### config.mk
export PLATFORM = sky130hd
export DESIGN_NAME = i2c_cmd_sched
export DESIGN_NICKNAME = d
export VERILOG_FILES = /design/src/rtl/i2c_cmd_sched.sv
export SDC_FILE = /design/constraint.sdc
export NUM_CORES = 1
export LEC_CHECK = 0
export ABC_AREA = 1
export BUFFER_PORTS_ARGS = -buffer_cell sky130_fd_sc_hd__buf_2
export CELL_PAD_IN_SITES_DETAIL_PLACEMENT = 1
export CELL_PAD_IN_SITES_GLOBAL_PLACEMENT = 1
export CORE_MARGIN = 3
export CORE_UTILIZATION = 49
export DETAILED_ROUTE_END_ITERATION = 6
export HOLD_SLACK_MARGIN = 0.08
export PLACE_DENSITY_LB_ADDON = 0.1
export SLEW_MARGIN = 30
export SYNTH_ARGS = -nofsm -noshare
export SYNTH_HDL_FRONTEND = slang
export SYNTH_SLANG_ARGS = --single-unit
### constraint.sdc
create_clock -name clk -period 4.38 [get_ports clk]
set_clock_uncertainty 0.05 [all_clocks]
set_input_delay 0.219 -clock clk [delete_from_list [all_inputs] [get_ports clk]]
set_output_delay 0.219 -clock clk [all_outputs]
set_load 0.03 [all_outputs]
### src/rtl/i2c_cmd_sched.sv
// ---------------------------------------------------------------------------
// i2c_cmd_sched
//
// Purpose:
//    Queues host memory commands (read/write, 7-bit address, 8-bit data) in a
//    small FIFO. It issues them one at a time to an I2C master ("I2C top") and
//    returns one response per command. Only one transaction is ever
//    outstanding. A transaction that does not complete within TIMEOUT wait
//    cycles is retired with an error response.
//
// Parameters:
//    DEPTH    command FIFO entries (power of two, 2..16)
//    TIMEOUT  wait-cycle limit for i2c_done per transaction
//
// Ports:
//    clk, rst                      clock, async active-high reset
//    cmd_valid/cmd_ready           host command handshake
//    cmd_wr, cmd_addr, cmd_data    command fields (data ignored for reads)
//    i2c_start                     one-cycle launch pulse to the I2C top
//    i2c_wr, i2c_addr, i2c_din     transaction fields, held for the whole txn
//    i2c_done, i2c_rdata           completion pulse and read data from I2C top
//    rsp_valid/rsp_ready           response handshake
//    rsp_data, rsp_err             read data (0 for writes/timeouts), timeout
//    busy                          scheduler active or commands pending
// ---------------------------------------------------------------------------
module i2c_cmd_sched #(
   parameter int DEPTH   = 4,
   parameter int TIMEOUT = 255
) (
   input  logic       clk,
   input  logic       rst,
   input  logic       cmd_valid,
   output logic       cmd_ready,
   input  logic       cmd_wr,
   input  logic [6:0] cmd_addr,
   input  logic [7:0] cmd_data,
   output logic       i2c_start,
   output logic       i2c_wr,
   output logic [6:0] i2c_addr,
   output logic [7:0] i2c_din,
   input  logic       i2c_done,
   input  logic [7:0] i2c_rdata,
   output logic       rsp_valid,
   input  logic       rsp_ready,
   output logic [7:0] rsp_data,
   output logic       rsp_err,
   output logic       busy
);

   localparam int AW = (DEPTH > 1) ? $clog2(DEPTH) : 1;
   localparam int CW = (TIMEOUT > 0) ? $clog2(TIMEOUT + 1) : 1;
   localparam logic [AW:0]   DEPTH_C = (AW + 1)'(DEPTH);
   localparam logic [CW-1:0] TMO_C   = CW'(TIMEOUT);

   typedef enum logic [1:0] {
      IDLE,
      ISSUE,
      WAIT,
      RESP
   } state_t;

   state_t state;
   state_t next_state;

   // FIFO entry layout: {wr, addr[6:0], data[7:0]}
   logic [15:0]   mem [DEPTH];
   logic [AW-1:0] wptr;
   logic [AW-1:0] rptr;
   logic [AW:0]   count;
   logic [CW-1:0] wait_cnt;

   logic push;
   logic pop;
   logic timed_out;

   // Acceptance is based only on the registered count. A full FIFO never
   // takes a command, even on a cycle where the scheduler pops the head.
   assign cmd_ready = (count < DEPTH_C);
   assign push      = cmd_valid & cmd_ready;
   assign timed_out = (wait_cnt == TMO_C);
   assign rsp_valid = (state == RESP);
   assign busy      = (state != IDLE) || (count != '0);

   // FIFO storage has no reset. Reset clears the pointers and count, so the
   // stale contents can never be read.
   always_ff @(posedge clk) begin
      if (push) begin
         mem[wptr] <= {cmd_wr, cmd_addr, cmd_data};
      end
   end

   // Pointer and occupancy bookkeeping. Pointers wrap naturally because DEPTH
   // is a power of two. A push and a pop in the same cycle cancel out in the
   // count.
   always_ff @(posedge clk or posedge rst) begin
      if (rst) begin
         wptr  <= '0;
         rptr  <= '0;
         count <= '0;
      end else begin
         if (push) begin
            wptr <= wptr + AW'(1);
         end
         if (pop) begin
            rptr <= rptr + AW'(1);
         end
         case ({push, pop})
            2'b10:   count <= count + (AW + 1)'(1);
            2'b01:   count <= count - (AW + 1)'(1);
            default: count <= count;
         endcase
      end
   end

   // State register.
   always_ff @(posedge clk or posedge rst) begin
      if (rst) begin
         state <= IDLE;
      end else begin
         state <= next_state;
      end
   end

   // Next-state logic. The head of the FIFO is popped only from IDLE, which
   // keeps a single transaction in flight. i2c_done is looked at only in WAIT.
   // On the cycle where done and the timeout coincide, the transaction is
   // retired normally.
   always_comb begin
      next_state = state;
      pop        = 1'b0;
      case (state)
         IDLE: begin
            if (count != '0) begin
               pop        = 1'b1;
               next_state = ISSUE;
            end
         end
         ISSUE: begin
            next_state = WAIT;
         end
         WAIT: begin
            if (i2c_done || timed_out) begin
               next_state = RESP;
            end
         end
         RESP: begin
            if (rsp_ready) begin
               next_state = IDLE;
            end
         end
         default: begin
            next_state = IDLE;
         end
      endcase
   end

   // Transaction datapath. i2c_start is registered from the ISSUE state, so
   // the pulse is glitch-free and lasts one cycle. The transaction fields are
   // loaded only on a pop, so they hold from launch until the next command
   // is taken.
   always_ff @(posedge clk or posedge rst) begin
      if (rst) begin
         i2c_start <= 1'b0;
         i2c_wr    <= 1'b0;
         i2c_addr  <= '0;
         i2c_din   <= '0;
         wait_cnt  <= '0;
         rsp_data  <= '0;
         rsp_err   <= 1'b0;
      end else begin
         i2c_start <= (state == ISSUE);
         if (pop) begin
            {i2c_wr, i2c_addr, i2c_din} <= mem[rptr];
         end
         case (state)
            ISSUE: begin
               wait_cnt <= '0;
            end
            WAIT: begin
               if (i2c_done) begin
                  rsp_data <= i2c_wr ? 8'h00 : i2c_rdata;
                  rsp_err  <= 1'b0;
               end else if (timed_out) begin
                  rsp_data <= 8'h00;
                  rsp_err  <= 1'b1;
               end else begin
                  wait_cnt <= wait_cnt + CW'(1);
               end
            end
            default: begin
               wait_cnt <= wait_cnt;
            end
         endcase
      end
   end

endmodule

==> impl_metrics.py, run 1 <==
metrics = {
    "cells_and_area": {
        "fill_cells": 957,
        "fin_nets": 528,
        "area_growth_pct": 18.8,
        "num_antenna_cells": 0,
        "final_util": 0.603,
        "drive_above_1_share": 0.189,
    },
    "sta": {
        "worst_slew_pin_slew_ps": 944,
        "setup_viol": 0,
        "finalHoldViolCount": 0,
        "layout_setup_ws_ps": 1620,
        "finalSetupTns_ps": 0,
        "period_share": 0.629,
        "relSlewSlack": 0.370,
        "final_max_slew_viol_count": 0,
        "min_period_ps": 2760,
        "fmax_ghz": 0.363,
        "grt_setup_unrepaired": "false",
    },
    "synthesis": {
        "synth_compound_area_frac": 0.0692,
        "synthesis.nets": 444,
        "synthMuxAreaShare": 0,
        "synth_cell_types": 28,
        "synth_xor_area_frac": 0.0118,
        "synth_seq_cells": 107,
        "synthSimpleGateAreaFrac": 0.168,
        "synth_fa_ha_area_frac": 0.0354,
        "syn_area_per_cell_sq_um": 11.0,
        "synth_top_family_by_area": "simple AND/OR/NAND/NOR gates",
        "synth_cells": 403,
        "ys_warn_count": 0,
        "synthesis.area_sq_um": 4450,
        "yosysSeqAreaShare": 0.674,
    },
    "die": {
        "die_w_um": 101,
        "rows": 34,
        "initial_utilization": 0.508,
        "num_io_pins": 58,
        "die_area_sq_um": 10300,
        "die_y_um": 101,
        "coreArea_sq_um": 8760,
    },
    "setup_path": {
        "rrSetupSlack_ps": 1620,
        "start_kind": "register",
        "worst_setup_path_end_kind": "register",
        "r2r_cells": 10,
        "required_ps": 4580,
        "arrival_ps": 2950,
        "path_class": "register to register",
        "cp_max_fo": 19,
    },
    "global_route": {
        "grt_usage": 0.205,
        "grt_overflow": 0,
        "grt_max_degree": 44,
        "antenna_found_initial": 0,
        "grt_pass1_wl_mm": 16.1,
        "grt_pass1_vias": 3214,
    },
    "routing": {
        "drcViolationCount": 0,
        "drt_iter0_markers": 58,
        "wl_per_cell_um": 16.3,
        "avgViaCountPerCell": 5.16,
        "drt_wl_total_mm": 9.75,
        "dr.pass1.iters": 4,
        "vias": 3098,
        "final_antenna_net_count": 0,
    },
    "placed_design": {
        "io_buffer_count": 57,
        "gp_congestion": 0.836,
        "pre_cts_slack_ps": 1810,
        "post-dp-hpwl_mm": 6.43,
    },
    "clocking": {
        "clk_path_buf_depth": 2,
        "cts_max_level": 3,
        "cts_sinks": 107,
        "cts_buffers": 9,
        "clk_pin_slew_ps": 110,
        "cts.repair.resized": 0,
        "clk_latency_ps": 360,
        "cts_tree": "yes",
        "root_buffer": "clkbuf_8",
    },
    "power_and_ir_drop": {
        "leakage_nw": 2.31,
        "power.density_nw_per_um2": 654,
        "peakVddDrop_mv": 0.272,
    },
    "status": {
        "status": "finished clean",
    },
    "job": {
        "drv_cap": 0,
    },
    "worst_hold_path": {
        "min_delay_path_depth": 7,
        "min_path_type": "primary input to register",
    },
}
cells in the final DEF (no fill, tap or decap), drive strengths merged:
cell type,count
nand2,102
edfxtp,64
buf,59
nor2,48
dfrtp,43
o21ai,40
inv,32
dlygate4sd3,26
nand3,25
o22ai,15
ha,11
clkbuf,10
clkinv,5
xor2,4
a21oi,2
xnor2,2
nand4,1
or2,1
nor3,1
fa,1
path summary, 6_finish.rpt:
check                                              from                       to
worst max-delay path               state[1]$_DFFE_PP0P_     count[2]$_DFFE_PP0P_
worst min-delay path                          rsp_ready     state[1]$_DFFE_PP0P_
worst max register to register     state[1]$_DFFE_PP0P_     count[2]$_DFFE_PP0P_
worst min register to register  rsp_data[0]$_DFFE_PP0P_  rsp_data[0]$_DFFE_PP0P_
max in group asynchronous                           rst  wait_cnt[7]$_DFFE_PP0P_
min in group asynchronous                           rst  rsp_data[3]$_DFFE_PP0P_
cell usage after synthesis:
cell type  instances  area [sq um]
o21ai_0           29           145
or2_2              1          6.26
nand2_1           96           360
nand3_1           25           125
xnor2_1            2          17.5
nor2_1            45           169
inv_2              4          15.0
dfrtp_1           43          1080
nand4_1            1          6.26
a21oi_1            2          10.0
nor2_4             2          22.5
o22ai_1           15          93.8
clkbuf_2           1          5.00
o21ai_1           10          50.1
xor2_1             4          35.0
nor3_1             1          5.00
buf_4              1          7.51
buf_6              1          11.3
edfxtp_1          64          1920
inv_1             26          97.6
nand2_2            4          25.0
nor2_2             1          6.26
o21ai_2            1          8.76
fa_1               1          20.0
ha_1              11           138
nand2_4            2          22.5
buf_2              9          45.0
clkinv_1           1          3.75
critical path, cell delays in order (launching register included):
cell     delay [ps]
dfrtp_1         430
inv_1           120
ha_1            200
nand2_2         220
inv_2           310
ha_1            210
inv_1            90
fa_1            420
a21oi_1         230
o21ai_0         180
xor2_1          170
metal layers:
layer  vias to the layer above  wire (um)  global-route usage
met5                         -          0                   0
met4                         0        133              0.0624
met3                        12        317              0.0372
met2                        64       4900               0.351
met1                      1508       4400               0.266
li1                       1514          -                   -
where the power goes:
part           switching [mW]  internal [mW]  total, mW
combinational           0.998          0.413       1.41
clock                   0.351          0.221      0.571
sequential              0.144           1.33       1.48
registers in the layout, indices dropped and copies added (netlist names):
register	count
i2c_start	1
i2c_din	8
wptr	2
wait_cnt	8
mem	64
count	3
i2c_wr	1
rptr	2
state	2
rsp_data	8
rsp_err	1
i2c_addr	7
repair_timing:
action,4_1_cts,5_1_grt
hold endpoints to repair,116,0
buffers inserted,0,0
hold buffers,26,0
layout make-up:
| cell class | count | area (sq um) | area share |
|---|---|---|---|
| repair buffers | 85 | 561 | 0.106 |
| clock inverters | 6 | 57.6 | 0.0109 |
| well taps | 108 | 135 | 0.0256 |
| inverters | 31 | 116 | 0.0220 |
| clock buffers | 10 | 128 | 0.0241 |
| multi-input cells | 253 | 1290 | 0.244 |
| flip-flops and latches | 107 | 3000 | 0.567 |
kinds of logic (layout without fill, tap and decap cells):
logic type               count (synthesis)  in the layout
AND/OR/NAND/NOR                        178            178
flip-flops                             107            107
AO/OA/AOI/OAI                           57             57
buffers and inverters                   43            132
adder cells (fa/ha/maj)                 12             12
XOR/XNOR                                 6              6
through the flow:
| stage | std cells | power [mW] | area [sq um] | hold WS [ps] |
|---|---|---|---|---|
| 5_1_grt | 600 | 3.74 | 5290 | 318 |
| 4_1_cts | 600 | 3.50 | 5270 | 253 |
| 3_3_place_gp | 558 | 2.83 | 4830 | 330 |
| 6_report | 600 | 3.46 | 5290 | 256 |
| 2_1_floorplan | 403 | 2.48 | 4450 | 251 |
| 3_5_place_dp | 558 | 2.90 | 4830 | 342 |
Note: power is estimated with default switching activity, not from simulation.
==> inputs of run 2 (changes only) <==
- CORE_UTILIZATION: 49 -> 41
- clock period: 4.38 -> 2.4 ns (I/O delays scaled with it)
==> run 2 against run 1 <==
Against the previous run:
- via count up 1.5%
- non-clock buffer count up 8
- worst setup slack worse by 1300 ps
- global-route usage down 2.5 points
- critical path depth unchanged
- power up 87%
- sequential share of layout area down 1.1 points
- largest cell class unchanged
- sequential power up 80%
- maximum frequency up 34%
==> impl_metrics.py, run 2 (synthesis gave the netlist of run 1 again) <==
metrics = {
    "clocking": {
        "clk_path_buf_depth": 2,
        "cts_buffers": 9,
        "cts_sinks": 107,
        "cts_tree": "yes",
        "root_buffer": "clkbuf_8",
        "cts_max_level": 3,
        "clk_latency_ps": 370,
        "cts_setup_buffers": 0,
        "clk_pin_slew_ps": 110,
    },
    "global_route": {
        "grt_usage": 0.180,
        "grt_pass1_vias": 3319,
        "grt_pass1_wl_mm": 16.5,
        "grt_max_degree": 44,
        "grt_overflow": 0,
        "antenna_found_initial": 0,
    },
    "cells_and_area": {
        "fill_cells": 1164,
        "design_area_sq_um": 5390,
        "drive_above_1_share": 0.196,
        "seq_area_sq_um": 3000,
        "largest_reg_flops": 64,
        "final_common_cell": "nand2_1",
        "area_growth_pct": 21.1,
        "largest-register": "mem",
        "fin_nets": 536,
        "num_antenna_cells": 0,
        "layout_common_cells": "96 x nand2_1, 64 x edfxtp_1, 57 x buf_2",
        "multiInputGateArea_sq_um": 1270,
    },
    "sta": {
        "fmax_ghz": 0.485,
        "grt_setup_unrepaired": "false",
        "min_period_ps": 2060,
        "relSlewSlack": 0.615,
        "finalSetupTns_ps": 0,
        "period_share": 0.859,
        "worst_slew_pin_slew_ps": 577,
        "finalHoldViolCount": 0,
        "final_max_slew_viol_count": 0,
        "setup_viol": 0,
    },
    "die": {
        "rows": 37,
        "initial_utilization": 0.427,
        "coreArea_sq_um": 10400,
        "die_w_um": 110,
        "die_area_sq_um": 12100,
        "die_y_um": 110,
        "num_io_pins": 58,
    },
    "power_and_ir_drop": {
        "finalPower_mw": 6.48,
        "power.density_nw_per_um2": 1200,
        "peakVddDrop_mv": 0.451,
        "leakage_nw": 2.36,
    },
    "setup_path": {
        "r2r_end": "count[2]$_DFFE_PP0P_",
        "required_ps": 2610,
        "start_kind": "register",
        "startpoint": "state[0]$_DFFE_PP0P_",
        "r2r-start": "state[0]$_DFFE_PP0P_",
        "path_class": "register to register",
        "arrival_ps": 2270,
        "cp_max_fo": 4,
        "r2r_cells": 10,
        "worst_setup_path_end_kind": "register",
        "endpoint": "count[2]$_DFFE_PP0P_",
        "rrSetupSlack_ps": 340,
    },
    "routing": {
        "drt_wl_total_mm": 10.2,
        "final_antenna_net_count": 0,
        "dr.pass1.iters": 4,
        "vias": 3144,
        "avgViaCountPerCell": 4.94,
        "drt_iter0_markers": 165,
        "wl_per_cell_um": 16.0,
        "drcViolationCount": 0,
    },
    "placed_design": {
        "io_buffer_count": 57,
        "dpl-instance-area_sq_um": 4910,
        "gp_congestion": 0.790,
        "post-dp-hpwl_mm": 6.58,
    },
    "job": {
        "drv_cap": 0,
    },
    "worst_hold_path": {
        "min_delay_path_depth": 3,
        "min_path_type": "primary input to register",
    },
    "status": {
        "status": "finished clean",
    },
}
==> run 2: layer usage <==
layer  track usage  up-vias  wire length (um)
met2         0.311       52              5060
met5             0        -                 0
li1              -     1532                 -
met1         0.226     1551              4640
met4        0.0563        0               125
met3        0.0396        9               374
==> run 2: metrics by stage <==
step | setup slack, ps | std cells | hold WS, ps | utilization
3_5_place_dp | 371 | 594 | 180 | 0.472
4_1_cts | 338 | 636 | 146 | 0.517
5_1_grt | 234 | 636 | 191 | 0.517
2_1_floorplan | 245 | 403 | 152 | -
6_report | 337 | 636 | 148 | 0.517
3_3_place_gp | 450 | 594 | 284 | 0.471
==> run 2: area by class of cell <==
type	instances	area share
flip-flops and latches	107	0.556
inverters	31	0.0221
clock inverters	4	0.00488
clock buffers	12	0.0348
well taps	136	0.0316
repair buffers	93	0.115
multi-input cells	253	0.235
==> run 2: worst max-delay path, stage by stage (launching register included) <==
cell     delay (ps)
dfrtp_1         430
inv_1           110
ha_1            220
nand2_2          80
inv_2            70
ha_1            140
inv_1            70
fa_1            380
a21oi_1         140
o21ai_0         110
xor2_1          150
==> run 2: power by group <==
part           leakage [nW]  switching (mW)  internal [mW]  total (mW)
Clock                 0.107           0.614          0.534        1.15
Sequential             1.12           0.239           2.43        2.67
Combinational          1.13            1.85          0.822        2.67
==> run 2: timing repair <==
item                                   4_1_cts  5_1_grt
hold buffers                                26        0
resized for setup                            0        0
endpoints found under the hold margin      116        0
setup endpoints to repair                    0        0
==> run 2: how the worst min path moves through the flow <==
stage	startpoint	endpoint	slack (ps)
2_1_floorplan	i2c_done	rsp_err$_DFFE_PP0P_	150
3_3_place_gp	cmd_data[4]	mem[1][4]$_DFFE_PP_	280
3_5_place_dp	rst	rsp_data[7]$_DFFE_PP0P_	180
4_1_cts	rsp_ready	state[1]$_DFFE_PP0P_	150
5_1_grt	cmd_valid	wptr[0]$_DFFE_PP0P_	190
6_report	cmd_valid	wptr[0]$_DFFE_PP0P_	150
